==> src/rtl/frame_stream_gen_pkg.sv <==
// Shared types and constants for the frame stream generator.
// Holds the timing-state enum, the counter width and a frame-period helper.
// The helper gives the cycle count of one frame when generation runs back to back.
package frame_stream_gen_pkg;

  localparam int CNT_W = 16;

  typedef enum logic [2:0] {
    ST_IDLE,
    ST_V_FRONT,
    ST_ACTIVE,
    ST_H_BLANK,
    ST_V_BACK,
    ST_V_GAP
  } state_t;

  // Cycles from one V_FRONT entry to the next with i_en held high.
  function automatic int frame_period(input int w, input int h, input int hb,
                                      input int vf, input int vb, input int vg);
    return vf + h * w + (h - 1) * hb + vb + vg;
  endfunction

endpackage

==> src/rtl/frame_stream_gen_timing_fsm.sv <==
// Frame timing sequencer: walks IDLE/V_FRONT/ACTIVE/H_BLANK/V_BACK/V_GAP.
// Ports: i_clk, i_rst_n (async active-low), en (start/continue), state,
//        col (cycle count inside the current state, = column in ACTIVE), row.
module frame_timing_fsm
  import frame_stream_gen_pkg::*;
#(
  parameter int P_IMAGE_WIDTH  = 320,
  parameter int P_IMAGE_HEIGHT = 256,
  parameter int P_H_BLANK      = 16,
  parameter int P_V_FRONT      = 8,
  parameter int P_V_BACK       = 8,
  parameter int P_V_GAP        = 32
) (
  input  logic             i_clk,
  input  logic             i_rst_n,
  input  logic             en,
  output state_t           state,
  output logic [CNT_W-1:0] col,
  output logic [CNT_W-1:0] row
);

  localparam logic [CNT_W-1:0] W_LAST  = CNT_W'(P_IMAGE_WIDTH - 1);
  localparam logic [CNT_W-1:0] H_LAST  = CNT_W'(P_IMAGE_HEIGHT - 1);
  localparam logic [CNT_W-1:0] HB_LAST = CNT_W'(P_H_BLANK - 1);
  localparam logic [CNT_W-1:0] VF_LAST = CNT_W'(P_V_FRONT - 1);
  localparam logic [CNT_W-1:0] VB_LAST = CNT_W'(P_V_BACK - 1);
  localparam logic [CNT_W-1:0] VG_LAST = CNT_W'(P_V_GAP - 1);
  localparam logic [CNT_W-1:0] ONE     = CNT_W'(1);

  always_ff @(posedge i_clk or negedge i_rst_n) begin
    if (!i_rst_n) begin
      state <= ST_IDLE;
      col   <= '0;
      row   <= '0;
    end else begin
      case (state)
        ST_IDLE: begin
          col <= '0;
          if (en) state <= ST_V_FRONT;
        end
        ST_V_FRONT: begin
          row <= '0;
          if (col == VF_LAST) begin
            col   <= '0;
            state <= ST_ACTIVE;
          end else begin
            col <= col + ONE;
          end
        end
        ST_ACTIVE: begin
          if (col == W_LAST) begin
            col <= '0;
            if (row == H_LAST) begin
              state <= ST_V_BACK;
            end else begin
              row   <= row + ONE;
              state <= ST_H_BLANK;
            end
          end else begin
            col <= col + ONE;
          end
        end
        ST_H_BLANK: begin
          if (col == HB_LAST) begin
            col   <= '0;
            state <= ST_ACTIVE;
          end else begin
            col <= col + ONE;
          end
        end
        ST_V_BACK: begin
          if (col == VB_LAST) begin
            col   <= '0;
            state <= ST_V_GAP;
          end else begin
            col <= col + ONE;
          end
        end
        ST_V_GAP: begin
          // i_en is only looked at here and in IDLE, so a frame in flight always completes.
          if (col == VG_LAST) begin
            col   <= '0;
            state <= en ? ST_V_FRONT : ST_IDLE;
          end else begin
            col <= col + ONE;
          end
        end
        default: begin
          col   <= '0;
          state <= ST_IDLE;
        end
      endcase
    end
  end

endmodule

==> src/rtl/frame_stream_gen.sv <==
// Pixel stream transmitter: pulls pixels over valid/ready, emits h_sync/v_sync/data frames.
// Ports: i_clk, i_rst_n (async active-low), i_en, i_valid/i_data/o_ready upstream,
//        o_h_sync/o_v_sync/o_data/o_frame_done/o_underflow downstream (all registered).
// Optional: FRAME_STREAM_TEST_PATTERN_EN adds i_pattern_sel (col+row ramp instead of upstream data).
module frame_stream_gen
  import frame_stream_gen_pkg::*;
#(
  parameter int P_DATA_WIDTH   = 20,
  parameter int P_IMAGE_WIDTH  = 320,
  parameter int P_IMAGE_HEIGHT = 256,
  parameter int P_H_BLANK      = 16,
  parameter int P_V_FRONT      = 8,
  parameter int P_V_BACK       = 8,
  parameter int P_V_GAP        = 32
) (
  input  logic                    i_clk,
  input  logic                    i_rst_n,
  input  logic                    i_en,
  input  logic                    i_valid,
  input  logic [P_DATA_WIDTH-1:0] i_data,
  output logic                    o_ready,
  output logic                    o_h_sync,
  output logic                    o_v_sync,
  output logic [P_DATA_WIDTH-1:0] o_data,
  output logic                    o_frame_done,
  output logic                    o_underflow
`ifdef FRAME_STREAM_TEST_PATTERN_EN
  ,
  input  logic                    i_pattern_sel
`endif
);

  localparam logic [CNT_W-1:0] VB_LAST = CNT_W'(P_V_BACK - 1);

  state_t                  state;
  logic [CNT_W-1:0]        col;
  logic [CNT_W-1:0]        row;
  logic                    active;
  logic [P_DATA_WIDTH-1:0] data_nxt;
  logic                    miss;

  frame_timing_fsm #(
    .P_IMAGE_WIDTH (P_IMAGE_WIDTH),
    .P_IMAGE_HEIGHT(P_IMAGE_HEIGHT),
    .P_H_BLANK     (P_H_BLANK),
    .P_V_FRONT     (P_V_FRONT),
    .P_V_BACK      (P_V_BACK),
    .P_V_GAP       (P_V_GAP)
  ) u_timing (
    .i_clk  (i_clk),
    .i_rst_n(i_rst_n),
    .en     (i_en),
    .state  (state),
    .col    (col),
    .row    (row)
  );

  assign active = (state == ST_ACTIVE);

`ifdef FRAME_STREAM_TEST_PATTERN_EN
  logic             pattern_mode;
  logic [CNT_W:0]   pat_sum;

  // Keep re-sampling while the generator sits between frames; the value present on the
  // cycle that enters V_FRONT is therefore the one held for the whole frame.
  always_ff @(posedge i_clk or negedge i_rst_n) begin
    if (!i_rst_n) begin
      pattern_mode <= 1'b0;
    end else if (state == ST_IDLE || state == ST_V_GAP) begin
      pattern_mode <= i_pattern_sel;
    end
  end

  assign pat_sum = {1'b0, col} + {1'b0, row};
  assign o_ready = active && !pattern_mode;
`else
  logic unused_row;

  // row only feeds the test pattern ramp.
  assign unused_row = ^row;
  assign o_ready    = active;
`endif

  always_comb begin
    data_nxt = '0;
    miss     = 1'b0;
    if (active) begin
`ifdef FRAME_STREAM_TEST_PATTERN_EN
      if (pattern_mode) data_nxt = P_DATA_WIDTH'(pat_sum);
      else
`endif
      if (i_valid) data_nxt = i_data;
      else         miss     = 1'b1;
    end
  end

  // Outputs trail the timing state by one cycle; the line length never depends on i_valid.
  always_ff @(posedge i_clk or negedge i_rst_n) begin
    if (!i_rst_n) begin
      o_v_sync     <= 1'b0;
      o_h_sync     <= 1'b0;
      o_data       <= '0;
      o_frame_done <= 1'b0;
      o_underflow  <= 1'b0;
    end else begin
      o_v_sync     <= state inside {ST_V_FRONT, ST_ACTIVE, ST_H_BLANK, ST_V_BACK};
      o_h_sync     <= active;
      o_data       <= data_nxt;
      o_frame_done <= (state == ST_V_BACK) && (col == VB_LAST);
      if (state == ST_V_FRONT) o_underflow <= 1'b0;
      else if (miss)           o_underflow <= 1'b1;
    end
  end

endmodule

==> config.mk <==
export PLATFORM = sky130hd
export DESIGN_NAME = frame_stream_gen
export DESIGN_NICKNAME = d
export VERILOG_FILES = /design/src/rtl/frame_stream_gen_pkg.sv /design/src/rtl/frame_stream_gen_timing_fsm.sv /design/src/rtl/frame_stream_gen.sv
export SDC_FILE = /design/constraint.sdc
export NUM_CORES = 1
export LEC_CHECK = 0
export ABC_CLOCK_PERIOD_IN_PS = 2800
export CELL_PAD_IN_SITES_DETAIL_PLACEMENT = 1
export CELL_PAD_IN_SITES_GLOBAL_PLACEMENT = 1
export CORE_MARGIN = 2
export CORE_UTILIZATION = 41
export DETAILED_ROUTE_END_ITERATION = 8
export PLACE_DENSITY_LB_ADDON = 0.15
export SETUP_SLACK_MARGIN = 0.2
export SLEW_MARGIN = 5
export SYNTH_ARGS = -nofsm -noshare
export SYNTH_HDL_FRONTEND = slang
export SYNTH_HIERARCHICAL = 1
export SYNTH_SLANG_ARGS = --single-unit
==> constraint.sdc <==
create_clock -name i_clk -period 2.8 [get_ports i_clk]
set_input_delay 0.28 -clock i_clk [delete_from_list [all_inputs] [get_ports i_clk]]
set_output_delay 0.28 -clock i_clk [all_outputs]
set_load 0.03 [all_outputs]
### Word-level counts from Yosys, hierarchy flattened

Cells that the tools add are included.

| storage, ports and cells | value |
|---|---|
| flip-flop bits (word level) | 59 |
| input port bits | 24 |
| output and inout port bits | 25 |
| word-level logic and storage cells | 58 |

| operators by class | value |
|---|---|
| $add $sub $neg | 2 |
| equality and inequality tests | 17 |
| multiplexer cells | 23 |
| reductions and logical operators | 8 |

Operator list:

| cell | number |
|---|---|
| $mux 16 | 6 |
| $pmux 16 s4 | 1 |
| $mux 20 | 2 |
| $add 16x1->16 const B | 2 |
| $pmux 16 s2 | 1 |
| $mux 3 | 7 |
| $pmux 3 s6 | 1 |
| $eq 16x3->1 const B | 1 |
| $eq 16x4->1 const B | 1 |
| $eq 16x5->1 const B | 1 |
| $eq 16x8->1 const B | 1 |
| $eq 16x9->1 const B | 1 |
| $ne 2x1->1 const B | 5 |
| $eq 3x2->1 const B | 2 |
| $eq 3x3->1 const B | 2 |
| $reduce_and 6->1 | 1 |
| $mux 1 | 5 |
| $ne 2x2->1 const B | 2 |
| $reduce_bool 2->1 | 2 |
| $reduce_bool 4->1 | 1 |
| $eq 3x1->1 const B | 1 |
| $logic_not 3->1 | 1 |
| $reduce_and 3->1 | 1 |
| $reduce_or 2->1 | 1 |
| $logic_and 1x1->1 | 1 |

### Logic depth before layout (Yosys ltp)

| logic depth | value |
|---|---|
| depth after elaboration | 4 |
| depth in mapped cells | 9 |
| mapped depth without buffers | 6 |

### Modules after synthesis

The synthesis kept the hierarchy.

Modules (own cells, without submodules):

| module | times used | cells each | area an instance (µm²) | seq. area each (µm²) |
|---|---|---|---|---|
| frame_timing_fsm | 1 | 219 | 2,055.7 | 875.8 |
| frame_stream_gen | 1 | 62 | 853.3 | 600.6 |

### Least setup slack after synthesis

No wires, ideal clock.

| path | value |
|---|---|
| kind | register -> register |
| start | register u_timing.col[10] |
| end | register u_timing.state[2] |
| setup time | 0.122 ns |
| arrival time | 2.231 ns |
| required time | 2.678 ns |
| path slack | 0.447 ns |
| cell stages (with the launch flop) | 7 |
| buffers on the path | 1 |
| period minus slack after synthesis | 2.353 ns |
| cells stage by stage | dfrtp_1 or4_4 nor4_4 a31oi_2 buf_6 or4_1 a32o_1 |

| on the way | value |
|---|---|
| longest elaborated chain between the ends | 3 |
| elaborated cells between the ends (all ways) | 10 |
| those cells by class | eq/ne: 9; reduce/logical: 1 |

RTL lines:

| element | line | text |
|---|---|---|
| start, declared | frame_stream_gen_timing_fsm.sv:18 | `output logic [CNT_W-1:0] col,` |
| start signal, assigned | frame_stream_gen_timing_fsm.sv:47 | `col <= col + ONE;` |
| start signal, assigned | frame_stream_gen_timing_fsm.sv:60 | `col <= col + ONE;` |
| start signal, assigned | frame_stream_gen_timing_fsm.sv:68 | `col <= col + ONE;` |
| $eq 16x5->1 (tied with other cells) | frame_stream_gen_timing_fsm.sv:81 | `if (col == VG_LAST) begin` |
| $ne 2x1->1 (no source line) | - |  |
| $reduce_and 6->1 (no source line) (*) | - |  |
| end signal, assigned | frame_stream_gen_timing_fsm.sv:83 | `state <= en ? ST_V_FRONT : ST_IDLE;` |
| end, declared | frame_stream_gen_timing_fsm.sv:17 | `output state_t state,` |

Every way passes the cells marked *; elsewhere a longest branch is shown, timed or not.
A chain may end at the register's enable or synchronous reset.

### Worst setup path in the final report

| path | value |
|---|---|
| start | register u_timing.col[11] |
| end | register u_timing.state[2] |

The elaborated chain is that of the path after synthesis.

==> flow_summary_export.csv <==
group,metric,value,unit
status,status,"finished, final reports clean",
power,vdd_drop_max,0.3321,mV
floorplan,dieArea,0.007785,mm2
routing,drtPass1Iterations,4,
placement,io_buffers,48,
yosys,syn_avg_cell_area,10.35,um2
placement,hpwl,5.005,mm
setup_path,crit_type,"flop to flop",
setup_path,path_delay_family,"simple AND/OR/NAND/NOR gates",
power,cellInternalPower,1.391,mW
floorplan,die_y,88.24,um
sta,slew_headroom,0.3537,
clocking,clk-insertion-delay-late,0.34,ns
routing,vias_per_cell,5.434,
setup_path,r2r_cells,7,
setup_path,slowest_delay,0.55,ns
global_routing,grt_max_degree,46,
setup_path,r2r_end,"u_timing/state[2]",
setup_path,cp.required,3.02,ns
sta,min_period,2.486,ns
sta,rsz0062_at_grt,"false",
global_routing,first_global_vias,2406,
clocking,clockBufferDepth,2,
yosys,synth_area,0.002909,mm2
routing,totalWireLength,7.026,mm
clocking,cts_hold_buffers,0,
cells_and_area,drive_above_1_share,0.1579,
clocking,clockRootBuffer,"clkbuf_8",
hold_path,worstHoldPathType,"input pin to async pin",
clocking,clk_pin_slew,0.07,ns
global_routing,antenna_found_initial,0,
floorplan,core_area,0.006832,mm2
setup_path,crit_arrival,2.71,ns
setup_path,worstPathCellList,"or4_4, nor4_4, buf_4, buf_4, a311oi_1, or4_1, a32o_1",
setup_path,cpMaxStageDelayCell,"or4_4",
power,switching_share,0.2304,
power,p_leak,1.568,nW
floorplan,dieWidth,88.24,um
setup_path,reg2reg_from,"u_timing/col[11]",
cells_and_area,n_antenna_cell,0,
floorplan,initial_core_util,0.4258,
clocking,numCtsBuffers,9,
sta,tightest_slew,0.9695,ns
clocking,clock_sinks,59,
clocking,cts_tree,"yes",
sta,slew_viol_final,0,
yosys,synthArstFlopShare,1.000,
power,p_clk_frac,0.449,
power,power.share.sequential,0.482,
routing,route.detailed.drc,0,
setup_path,crit_path_start_kind,"flop",
global_routing,gr-total-overflow,0,
power,p_comb_frac,0.069,
setup_path,critPathMaxFanout,6,
routing,ant_nets,0,
routing,dr_total_vias,2380,
sta,fin_skew,0.008996,ns
cells_and_area,num-nets-final,363,
setup_path,cp_common_cell,"buf_4",
yosys,ys_ff_latch,59,
cells_and_area,synthToLayoutAreaGrowth,28.47,%
sta,fin_hold_ws,0.09093,ns
power,switching_power,416.4,uW
power,p_per_area,483.6,mW/mm2
sta,hold_viol_final,0,
setup_path,path_buf_inv,2,
yosys,synth_edf_count,0,
routing,wl_per_cell,16.04,um
yosys,syn_nets,307,
yosys,synth_cell_types,47,
placement,gp_congestion,0.7786,
setup_path,r2r_slack,0.31,ns
run,maxCapViolations,0,
floorplan,pin_count,49,
sta,finalSetupViolCount,0,
global_routing,grt_use_total,0.1947,
yosys,seq_area_frac_synth,0.5075,
sta,fmax,402.2,MHz
floorplan,core.rowCount,30,
global_routing,grt_pass1_wl,11.70,mm
clocking,htree_levels,3,
setup_path,cp-end-kind,"flop",
yosys,synth_flop_cell,"dfrtp_1",
yosys,synthCells,281,
yosys,yosys_warnings,6,
routing,drt_iter0_drc,116,
sta,period_share,0.8879,
sta,tns,0,ns
[cell families after synthesis]
logic type | after synthesis | synth area share
AO/OA/AOI/OAI | 37 | 0.08516
buffers and inverters | 18 | 0.03182
AND/OR/NAND/NOR | 144 | 0.3007
adder cells (fa/ha/maj) | 2 | 0.008601
multiplexers | 6 | 0.02108
flip-flops | 59 | 0.5075
XOR/XNOR | 15 | 0.04516
[cells in the final DEF (no fill, tap or decap), types with 6 or more instances in the layout]
| master | netlist | final |
|---|---|---|
| dfrtp_1 | 59 | 59 |
| nand3_1 | 14 | 14 |
| or4_1 | 12 | 12 |
| nor2_1 | 26 | 26 |
| nor4_1 | 6 | 6 |
| nor3_1 | 6 | 6 |
| clkbuf_8 | 0 | 11 |
| and3_1 | 11 | 11 |
| buf_4 | 2 | 11 |
| clkdlybuf4s50_1 | 0 | 47 |
| nand2_1 | 20 | 20 |
| xor2_1 | 8 | 8 |
| and3_2 | 11 | 11 |
| o31ai_1 | 10 | 10 |
| a21oi_1 | 10 | 10 |
| nand4_1 | 6 | 6 |
| xnor2_1 | 7 | 7 |
| o21ai_0 | 7 | 7 |
[power groups by stage]
stage / logic (mW) / clock network, mW / registers, mW
2_1_floorplan: 0.0137 / 0 / 0.918
3_3_place_gp: 0.126 / 0 / 0.886
3_5_place_dp: 0.128 / 0 / 0.887
4_1_cts: 0.128 / 0.836 / 0.870
5_1_grt: 0.137 / 0.878 / 0.871
6_report: 0.125 / 0.812 / 0.870
[per-layer routing]
metal / share of wire / routed length (um) / global-route usage
met5: 0 / 0 / 0
met1: 0.48 / 3398 / 0.2705
met3: 0.048 / 338 / 0.05131
met2: 0.46 / 3255 / 0.3001
met4: 0.0047 / 33 / 0.05923
[final cells by class]
class / count / area, um2
fillers: 777 / 3094
flip-flops and latches: 59 / 1476
multi-input cells: 204 / 1349
repair buffers: 60 / 569.3
clock buffers: 11 / 151.4
well taps: 96 / 120.1
clock inverters: 5 / 60.06
inverters: 3 / 11.26
[timing repair]
item / CTS / global route
buffers inserted: 0 / 2
resized for setup: 0 / 2
endpoints found under the setup margin: 0 / 10
[worst reg2reg max path, cell delays in order (launching register included)]
cell and delay [ns]:
dfrtp_1 0.45, or4_4 0.55, nor4_4 0.21, buf_4 0.18, buf_4 0.11, a311oi_1 0.15, or4_1 0.52, a32o_1 0.22
[worst max path at each step]
stage                              to  cells past startpoint             start  slack [ns]
floorplan           u_timing/state[2]                      6  u_timing/col[10]        0.45
global placement      u_timing/row[7]                      6  u_timing/col[10]        0.38
detailed placement    u_timing/row[2]                      6  u_timing/col[10]        0.32
CTS                   u_timing/row[5]                      6  u_timing/col[11]        0.30
global route          u_timing/row[4]                      7  u_timing/col[11]        0.21
finish              u_timing/state[2]                      7  u_timing/col[11]        0.31
[per-stage QoR]
step	power, mW	cell area [um2]	setup WS, ns	util	instances
finish	1.807	3737	0.3140	0.5471	438
detailed placement	1.015	3498	0.3194	0.5121	420
floorplan	0.9316	2909	0.4474	-	281
global placement	1.012	3498	0.3801	0.5121	420
global route	1.886	3737	0.2091	0.5471	438
CTS	1.835	3710	0.2989	0.5430	436
[registers in the layout (all words and copies together) (netlist names)]
register	cells
o_data	20
u_timing/col	16
u_timing/row	16
u_timing/state	3
o_frame_done	1
o_h_sync	1
o_underflow	1
o_v_sync	1
[cells in the mapped netlist, types with 3 or more instances]
library cell / number / area [um2]
nand2_1: 20 / 75.07
and2_1: 3 / 18.77
o31ai_1: 10 / 75.07
and3_1: 11 / 68.82
xor2_1: 8 / 70.07
nor3_1: 6 / 30.03
nand3_1: 14 / 70.07
inv_1: 3 / 11.26
xnor2_1: 7 / 61.31
a21oi_1: 10 / 50.05
nand4_1: 6 / 37.54
clkbuf_1: 9 / 33.78
and4_1: 3 / 26.28
o21ai_0: 7 / 35.03
nor4_1: 6 / 37.54
and3_2: 11 / 82.58
nor4b_1: 3 / 26.28
dfrtp_1: 59 / 1476
or4_1: 12 / 90.09
mux2i_1: 5 / 50.05
nand2b_1: 5 / 31.28
nor2_1: 26 / 97.59
No activity file was read; power rests on OpenSTA's default activity.
